## src/rtl/voice_allocator.sv

```systemverilog
// Note-event scheduler: maps MIDI note-on/off events onto a pool of voice slots
// using per-slot key tags, envelope-finished flags and an age ranking.
//
// state  | meaning
// IDLE   | accepting events; a pending all-notes-off is serviced here first
// SCAN   | visiting one voice per cycle, recording candidate slots
// ASSIGN | applying the note-on/note-off to the chosen slot
module voice_allocator #(
    parameter int VOICES  = 32,
    parameter int V_WIDTH = $clog2(VOICES)
) (
    input  logic               reg_clk,
    input  logic               reset_reg,
    input  logic               ev_valid,
    output logic               ev_ready,
    input  logic               ev_is_on,
    input  logic [7:0]         ev_key,
    input  logic [7:0]         ev_vel,
    input  logic               all_off,
    input  logic [VOICES-1:0]  voice_free,
    output logic [VOICES-1:0]  keys_on,
    output logic               note_on,
    output logic [V_WIDTH-1:0] cur_key_adr,
    output logic [7:0]         cur_key_val,
    output logic [7:0]         cur_vel_on,
    output logic [7:0]         cur_vel_off,
    output logic [V_WIDTH:0]   active_keys
);

    typedef enum logic [1:0] {IDLE, SCAN, ASSIGN} state_t;

    state_t state, state_nxt;

    logic [6:0]         tag [VOICES];
    logic [V_WIDTH-1:0] age [VOICES];

    logic               all_off_pend;
    logic               h_on;
    logic [6:0]         h_key;
    logic [7:0]         h_vel;
    logic [V_WIDTH-1:0] scan_idx;

    logic               match_found, held_found, free_found, rel_found;
    logic [V_WIDTH-1:0] match_idx, held_idx, free_idx, rel_idx, rel_age, oldest_idx;

    logic               clear_now;
    logic               accept;
    logic               scan_last;
    logic [V_WIDTH-1:0] on_tgt;
    logic [V_WIDTH-1:0] tgt_age;
    logic               unused_key_msb;

    assign unused_key_msb = ev_key[7];

    // ev_ready depends only on state and the all-off latch
    assign clear_now = (state == IDLE) && all_off_pend;
    assign ev_ready  = (state == IDLE) && !all_off_pend;
    assign accept    = ev_ready && ev_valid;
    assign scan_last = (scan_idx == V_WIDTH'(VOICES - 1));

    always_comb begin
        on_tgt = oldest_idx;
        if (match_found)     on_tgt = match_idx;
        else if (free_found) on_tgt = free_idx;
        else if (rel_found)  on_tgt = rel_idx;
    end

    assign tgt_age = age[on_tgt];

    always_ff @(posedge reg_clk) begin
        if (reset_reg) state <= IDLE;
        else           state <= state_nxt;
    end

    always_comb begin
        state_nxt = state;
        case (state)
            IDLE:    if (accept)    state_nxt = SCAN;
            SCAN:    if (scan_last) state_nxt = ASSIGN;
            ASSIGN:                 state_nxt = IDLE;
            default:                state_nxt = IDLE;
        endcase
    end

    always_ff @(posedge reg_clk) begin
        if (reset_reg) begin
            keys_on      <= '0;
            note_on      <= 1'b0;
            cur_key_adr  <= '0;
            cur_key_val  <= '0;
            cur_vel_on   <= '0;
            cur_vel_off  <= '0;
            active_keys  <= '0;
            all_off_pend <= 1'b0;
            h_on         <= 1'b0;
            h_key        <= '0;
            h_vel        <= '0;
            scan_idx     <= '0;
            match_found  <= 1'b0;
            held_found   <= 1'b0;
            free_found   <= 1'b0;
            rel_found    <= 1'b0;
            match_idx    <= '0;
            held_idx     <= '0;
            free_idx     <= '0;
            rel_idx      <= '0;
            rel_age      <= '0;
            oldest_idx   <= '0;
            for (int u = 0; u < VOICES; u++) begin
                tag[u] <= '0;
                age[u] <= V_WIDTH'(u);
            end
        end else begin
            note_on <= 1'b0;
            if (all_off) all_off_pend <= 1'b1;

            case (state)
                IDLE: begin
                    if (clear_now) begin
                        // an all_off pulse in this same cycle is absorbed here
                        keys_on      <= '0;
                        active_keys  <= '0;
                        all_off_pend <= 1'b0;
                    end else if (accept) begin
                        h_on        <= ev_is_on && (ev_vel != 8'd0);
                        h_key       <= ev_key[6:0];
                        h_vel       <= ev_vel;
                        scan_idx    <= '0;
                        match_found <= 1'b0;
                        held_found  <= 1'b0;
                        free_found  <= 1'b0;
                        rel_found   <= 1'b0;
                    end
                end

                SCAN: begin
                    if (!match_found && tag[scan_idx] == h_key &&
                        (keys_on[scan_idx] || !voice_free[scan_idx])) begin
                        match_found <= 1'b1;
                        match_idx   <= scan_idx;
                    end
                    if (!held_found && keys_on[scan_idx] && tag[scan_idx] == h_key) begin
                        held_found <= 1'b1;
                        held_idx   <= scan_idx;
                    end
                    if (!free_found && voice_free[scan_idx] && !keys_on[scan_idx]) begin
                        free_found <= 1'b1;
                        free_idx   <= scan_idx;
                    end
                    if (!keys_on[scan_idx] && !voice_free[scan_idx] &&
                        (!rel_found || age[scan_idx] > rel_age)) begin
                        rel_found <= 1'b1;
                        rel_idx   <= scan_idx;
                        rel_age   <= age[scan_idx];
                    end
                    if (age[scan_idx] == V_WIDTH'(VOICES - 1)) oldest_idx <= scan_idx;
                    scan_idx <= scan_idx + V_WIDTH'(1);
                end

                ASSIGN: begin
                    if (h_on) begin
                        for (int u = 0; u < VOICES; u++) begin
                            if (age[u] < tgt_age) age[u] <= age[u] + V_WIDTH'(1);
                        end
                        age[on_tgt]     <= '0;
                        tag[on_tgt]     <= h_key;
                        keys_on[on_tgt] <= 1'b1;
                        if (!keys_on[on_tgt]) active_keys <= active_keys + (V_WIDTH+1)'(1);
                        cur_key_adr <= on_tgt;
                        cur_key_val <= {1'b0, h_key};
                        cur_vel_on  <= h_vel;
                        note_on     <= 1'b1;
                    end else if (held_found) begin
                        keys_on[held_idx] <= 1'b0;
                        active_keys       <= active_keys - (V_WIDTH+1)'(1);
                        cur_key_adr       <= held_idx;
                        cur_key_val       <= {1'b0, h_key};
                        cur_vel_off       <= h_vel;
                    end
                end

                default: ;
            endcase
        end
    end

endmodule
```

## config.mk

```make
export PLATFORM = sky130hd
export DESIGN_NAME = voice_allocator
export DESIGN_NICKNAME = d
export VERILOG_FILES = /design/src/rtl/voice_allocator.sv
export SDC_FILE = /design/constraint.sdc
export NUM_CORES = 1
export LEC_CHECK = 0
export ABC_AREA = 1
export BUFFER_PORTS_ARGS = -buffer_cell sky130_fd_sc_hd__buf_4
export CORE_UTILIZATION = 40
export CTS_BUF_LIST = sky130_fd_sc_hd__clkbuf_16
export CTS_CLUSTER_DIAMETER = 200
export CTS_CLUSTER_SIZE = 30
export DETAILED_ROUTE_END_ITERATION = 10
export GPL_TIMING_DRIVEN = 0
export PLACE_DENSITY_LB_ADDON = 0.08
export SETUP_SLACK_MARGIN = 0.5
export SYNTH_ARGS = -nofsm -noshare
export SYNTH_HDL_FRONTEND = slang
export SYNTH_SLANG_ARGS = --single-unit
export TNS_END_PERCENT = 50
```

## constraint.sdc

```tcl
create_clock -name reg_clk -period 6.65 [get_ports reg_clk]
set_input_delay 1.995 -clock reg_clk [delete_from_list [all_inputs] [get_ports reg_clk]]
set_output_delay 1.995 -clock reg_clk [all_outputs]
set_load 0.03 [all_outputs]
```

# Word level (Yosys, flattened, before mapping)

Memories as Yosys holds them, arrays and structs flattened. A register that Yosys moved wholly into a read port is not among the register bits.
Index checks and enable logic that the tools add are counted.
W data, S select, Z words.

Output and inout bits: 69
Input bits: 53
Memory bits (writable): 384
Memories kept: 2
Latch bits: 0
Bits in read-only memories: 0
Register bits after elaboration: 126

Memories:

| name | depth | width | rd ports | clocked after memory_dff | write ports | RTL line | text |
|---|---|---|---|---|---|---|---|
| tag  | 32    | 7     | 1        | 1                        | 32          | 34       | `logic [6:0] tag [VOICES];` |
| age  | 32    | 5     | 34       | 1                        | 33          | 35       | `logic [V_WIDTH-1:0] age [VOICES];` |

Bitwise operators: 37
Add/subtract/negate cells: 35
Multiply operators: 0
Order comparisons: 38
Reductions and logical operators: 46
Eq/ne operators: 15
Multiplexer cells: 250
Div/mod/pow operators: 0
Shift operators: 0

Operators with widths:

| cell                  | number |
|---|---|
| $mux W5               | 44 |
| $mux W1               | 181 |
| $add A5 B1 Y5 const B | 33 |
| $lt A5 B5 Y1          | 32 |
| $mux W32              | 3 |
| $pmux W32 S2          | 1 |
| $and A32 B32 Y32      | 1 |
| $not A32 Y32          | 1 |
| $or A1 B1 Y1          | 32 |
| $or A32 B32 Y32       | 1 |
| $mux W6               | 4 |
| $reduce_and A4 Y1     | 5 |
| $lt A5 B6 Y1 const B  | 3 |
| $mux W8               | 2 |
| $ne A2 B2 Y1 const B  | 8 |
| $reduce_and A2 Y1     | 8 |
| $bmux W1 S5           | 3 |
| $logic_and A1 B1 Y1   | 14 |
| $pmux W6 S2           | 1 |
| $reduce_and A3 Y1     | 4 |
| $demux W1 S5          | 2 |
| $eq A5 B5 Y1 const B  | 2 |
| $ge A5 B1 Y1 const B  | 2 |
| $pmux W5 S2           | 1 |
| 18 further kinds      | 33 |

# Longest topological paths before layout

An unclocked memory read counts as a cell.

Depth in word-level cells: 11
Mapped depth: 29
Gate-level depth less buffers: 25

# Least setup slack after synthesis

OpenSTA, ideal clock, no wires.

Path kind: flip-flop to flip-flop
Start: register rel_found
End: memory age[4][0] (netlist name)
Arrival time: 4531 ps
Stages on the path, launching flop included: 25
Buffers on the path: 4
Period minus slack after synthesis: 4601 ps
Path slack: 2049 ps
Setup time: 70 ps
Cell sequence: dfxtp_1 > inv_2 > nand2_1 > nand3_2 > nand2_4 > nand2_2 > buf_6 > buf_4 > inv_2 > nor2_1 > inv_2 > buf_2 > buf_1 > o22ai_1 > o21ai_0 > nand2_1 > a221oi_1 > nand4_1 > ha_1 > a21oi_1 > nor2_1 > nor2_1 > nand2_2 > or2_1 > a21oi_1

RTL lines:

| what                     | RTL line | text |
|---|---|---|
| start: declaration       | 43       | `logic match_found, held_found, free_found, rel_found;` |
| start signal: assignment | 102      | `rel_found <= 1'b0;` |
| start signal: assignment | 132      | `rel_found <= 1'b0;` |
| start signal: assignment | 152      | `rel_found <= 1'b1;` |
| end: declaration         | 35       |  |

==> results by group <==
Worst setup path
  • CP bufs+invs: 5
  • Kind of critical path: register to register
  • Crit path required time: slightly below 7 ns
  • WP data arrival: roughly 6.7 ns
  • Crit. End Element: register
  • Maximum fanout along the worst path: 10
  • R2R Path Start: h_on
  • Crit-path leading delay family: simple AND/OR/NAND/NOR gates
  • Cells on worst reg2reg path: 11
  • Flop2flop setup slack: approximately 0.21 ns
  • CP startpoint kind: register
  • R2R Path End: tag[28][6]
  • Critical path's largest stage delay: 1.15 ns
  • Crit. Startpoint: h_on
  • Most used cell along the critical path: nor2_1
  • Crit path cell chain: clkbuf_1 -> nand2_1 -> nor2_1 -> inv_1 -> nor2_1 -> inv_1 -> nor2_1 -> inv_1 -> nor2_1 -> nor2_1 -> inv_1
  • Critical-path top delay cell: nor2_1
  • CP Depth: 11
  • Crit path to: tag[28][6]

Cells and area
  • Sequential Area: approximately 13000 µm²
  • P&R area growth vs syn: 9.60%
  • Layout cells sized above 1: 0.0796
  • Multi-input logic area: between 15000 and 20000 µm²
  • Layout Nets: 4524
  • Filler cell count: about 8.1k

Yosys
  • Seq cells post-synth: slightly above 500
  • Area share of the largest cell type after synthesis: 0.219
  • Most used DFF post-synth: dfxtp_1
  • Post-synthesis sequential area ratio: 0.408
  • Number of flops mapped to enable cells by yosys: ~220
  • Cell Area, Synth: 30700 µm²
  • Most frequent cell after synthesis: nand2_1
  • Synth cell types: 55
  • Syn Nets: 4372
  • Mapped Cells: roughly 4.2k
  • Synth area leader: edfxtp_1
  • Asr flop ratio synth: 0
  • Synth area leaders: edfxtp_1 (22%), dfxtp_1 (19%), nand2_1 (8.2%), nor2_1 (8.0%), o21ai_0 (6.3%)
  • Ys Warns: 0
  • Post-Syn Area per Cell: between 7 and 8 µm²
  • Post-synth top cells: nand2_1 (674), nor2_1 (653), o21ai_0 (387), a21oi_1 (380), inv_1 (352)

Timing
  • Final Max Slew Viols: 46
  • Worst hold margin: ~0.47 ns
  • Normalized max-slew margin: -0.0643
  • Worst setup margin: 0.215 ns
  • Setup Viol. Count Final: 0
  • Layout Skew: roughly 0.046 ns
  • Tcrit/Tclk final: 0.968
  • Final Hold Fails: 0
  • Maximum clock rate: 155 MHz
  • Fin crit period: roughly 6.4 ns
  • Worst-margin pin slew: 1.60 ns
  • RSZ-0062 raised after global routing: yes

Pwr
  • Worst IR Drop VDD: ~0.18 mV
  • Leakage: ~14 nW
  • Cell area power density: 233 nW/µm²
  • Total power: roughly 8 mW

Place
  • IO Port Bufs: approximately 120
  • Pre-CTS worst setup slack: -0.360 ns
  • GPL Wtd Cong: approximately 1.0
  • Hpwl dp: 122000 µm

Detailed routing
  • DRT Wirelength: 165000 µm
  • DR DRC count: 0
  • 1st-iter DRT viols: 4757
  • Drt first pass iters: 7
  • Vias: 32.9k
  • Vias per cell: around 6.1
  • Drt wl/cell: between 30 and 40 µm
  • ANT nets after route: 0

Global route
  • Congestion Overflow GR: 0
  • Initial antenna violation count: 12
  • GRT busiest layer: met2
  • Global-route wire length before repair: between 200000 and 250000 µm
  • Vias in the first global route: just under 30k
  • Met3 Usage GRT: 0.0929
  • Met1 Resource Use GR: 0.579
  • M2 GR Usage: 0.605
  • Global Route Usage Sum: 0.412
  • Largest net degree at the start of global routing: 33

Run status
  • Failing checks: max-capacitance violations, max-slew violations
  • Outcome: finished, violations left

Clocking
  • Hold buffer count at CTS: 0
  • CTS tree: done
  • CTS H-tree depth: 1
  • Clk sinks: 514
  • Skew-Pair Late Insertion Delay: approximately 0.63 ns
  • Root Buffer: clkbuf_16
  • Num CTS Buffers: 21
  • Clk slew on worst S/H paths: 0.11 ns
  • Max clock buf depth: 3

Floorplanning
  • Core region area: 75900 µm²
  • Chip width: ~280 µm
  • DIE HEIGHT: ~280 µm
  • I/O pins: 122
  • Row count: 101
  • Die footprint: between 70000 and 80000 µm²
  • Starting Density: 0.405

Hold path
  • Worst Hold Class: register to register

Run
  • # Max-Cap Violations: 6
-- repair_timing --
| item | in CTS | in global routing |
|---|---|---|
| pin swaps | 1 | 1 |
| endpoints found under the hold margin | 0 | 0 |
| resized for setup | 6 | 8 |
| setup endpoints to repair | 160 | 191 |
| buffers inserted | 3 | 3 |
-- worst min-delay path by stage --
stage	from	to	slack, ns	depth (start not counted)
2_1_floorplan	rel_idx[1]	rel_idx[1]	0.43	2
3_3_place_gp	free_idx[4]	free_idx[4]	0.44	2
3_5_place_dp	free_idx[0]	free_idx[0]	0.45	2
4_1_cts	free_idx[0]	free_idx[0]	0.47	2
5_1_grt	free_idx[2]	free_idx[2]	0.48	2
6_report	free_idx[4]	free_idx[4]	0.47	2
-- per-stage QoR --
step	utilization	cells	instance area, µm²	TNS (ns)
floorplan	-	4211	30700	0
global placement	0.433	5359	32900	-428.77
detailed placement	0.434	5364	33000	-37.25
CTS	0.443	5399	33600	0
global route	0.443	5402	33700	0
finish	0.443	5410	33700	0
-- registers in the layout (all words and copies together) (netlist names), 7 cells and up, named ones only --
name         flops
tag            224
cur_vel_off      8
cur_vel_on       8
h_vel            8
h_key            7
keys_on         32
cur_key_val      7
age            160
-- worst register-to-register path, stage by stage, from the launching register on --
cell and delay [ns]:
dfxtp_1 0.36, clkbuf_1 0.76, nand2_1 0.10, nor2_1 1.15, inv_1 0.55, nor2_1 0.39
inv_1 0.21, nor2_1 0.14, inv_1 0.20, nor2_1 1.10, nor2_1 0.65, inv_1 0.49
-- where the power goes --
| part | internal (mW) | switching [mW] | total, mW | leakage (nW) |
|---|---|---|---|---|
| registers | 3.38 | 0.0973 | 3.48 | 4.67 |
| logic | 0.699 | 1.95 | 2.65 | 8.63 |
| clock network | 0.592 | 1.11 | 1.70 | 0.322 |
| total | 4.67 | 3.16 | 7.83 | 13.6 |
-- cells in the final DEF, fill, tap and decap left out, types with 14 or more instances in the layout --
cell	instances
nand2_1	674
nor2_1	648
o21ai_0	386
a21oi_1	380
inv_1	361
nand3_1	351
dfxtp_1	290
edfxtp_1	224
clkbuf_1	138
buf_4	135
ha_1	107
o22ai_1	69
nand4_1	61
nor3_1	61
o221ai_1	58
o21ai_1	47
nand2_2	38
xor2_1	37
buf_2	35
clkbuf_16	21
inv_2	20
buf_6	19
nor2_2	19
or2_2	16
a211oi_1	15
clkinv_1	14
o21bai_1	14
-- cells by family (layout without fill, tap and decap cells) --
kind of cell	Yosys count	count (layout)	synth area share
AOI/OAI and AO/OA	1030	1030	0.187
xor gates and xnor gates	50	50	0.0143
adders and majority gates	108	108	0.0442
buffers and inverters	609	770	0.0818
DFF	514	514	0.408
other	1	9	0.000122
and+or+nand+nor	1899	1899	0.265
-- per-layer routing --
layer,share of wire,vias to the layer above
met2,0.41,2158
met4,0.048,8
met3,0.12,367
met1,0.42,15700
met5,0.00064,-
li1,-,14600
-- cell type report --
class / instances / share of cell area
inverter: 387 / 0.0433
tap: 1030 / 0.0383
buffer: 222 / 0.0320
timing repair buffer: 129 / 0.0298
clock inverter: 11 / 0.00204
antenna: 8 / 0.000595
multi-input combinational: 3088 / 0.466
sequential: 514 / 0.372
clock buffer: 21 / 0.0156
No activity file was read; power rests on OpenSTA's default activity.
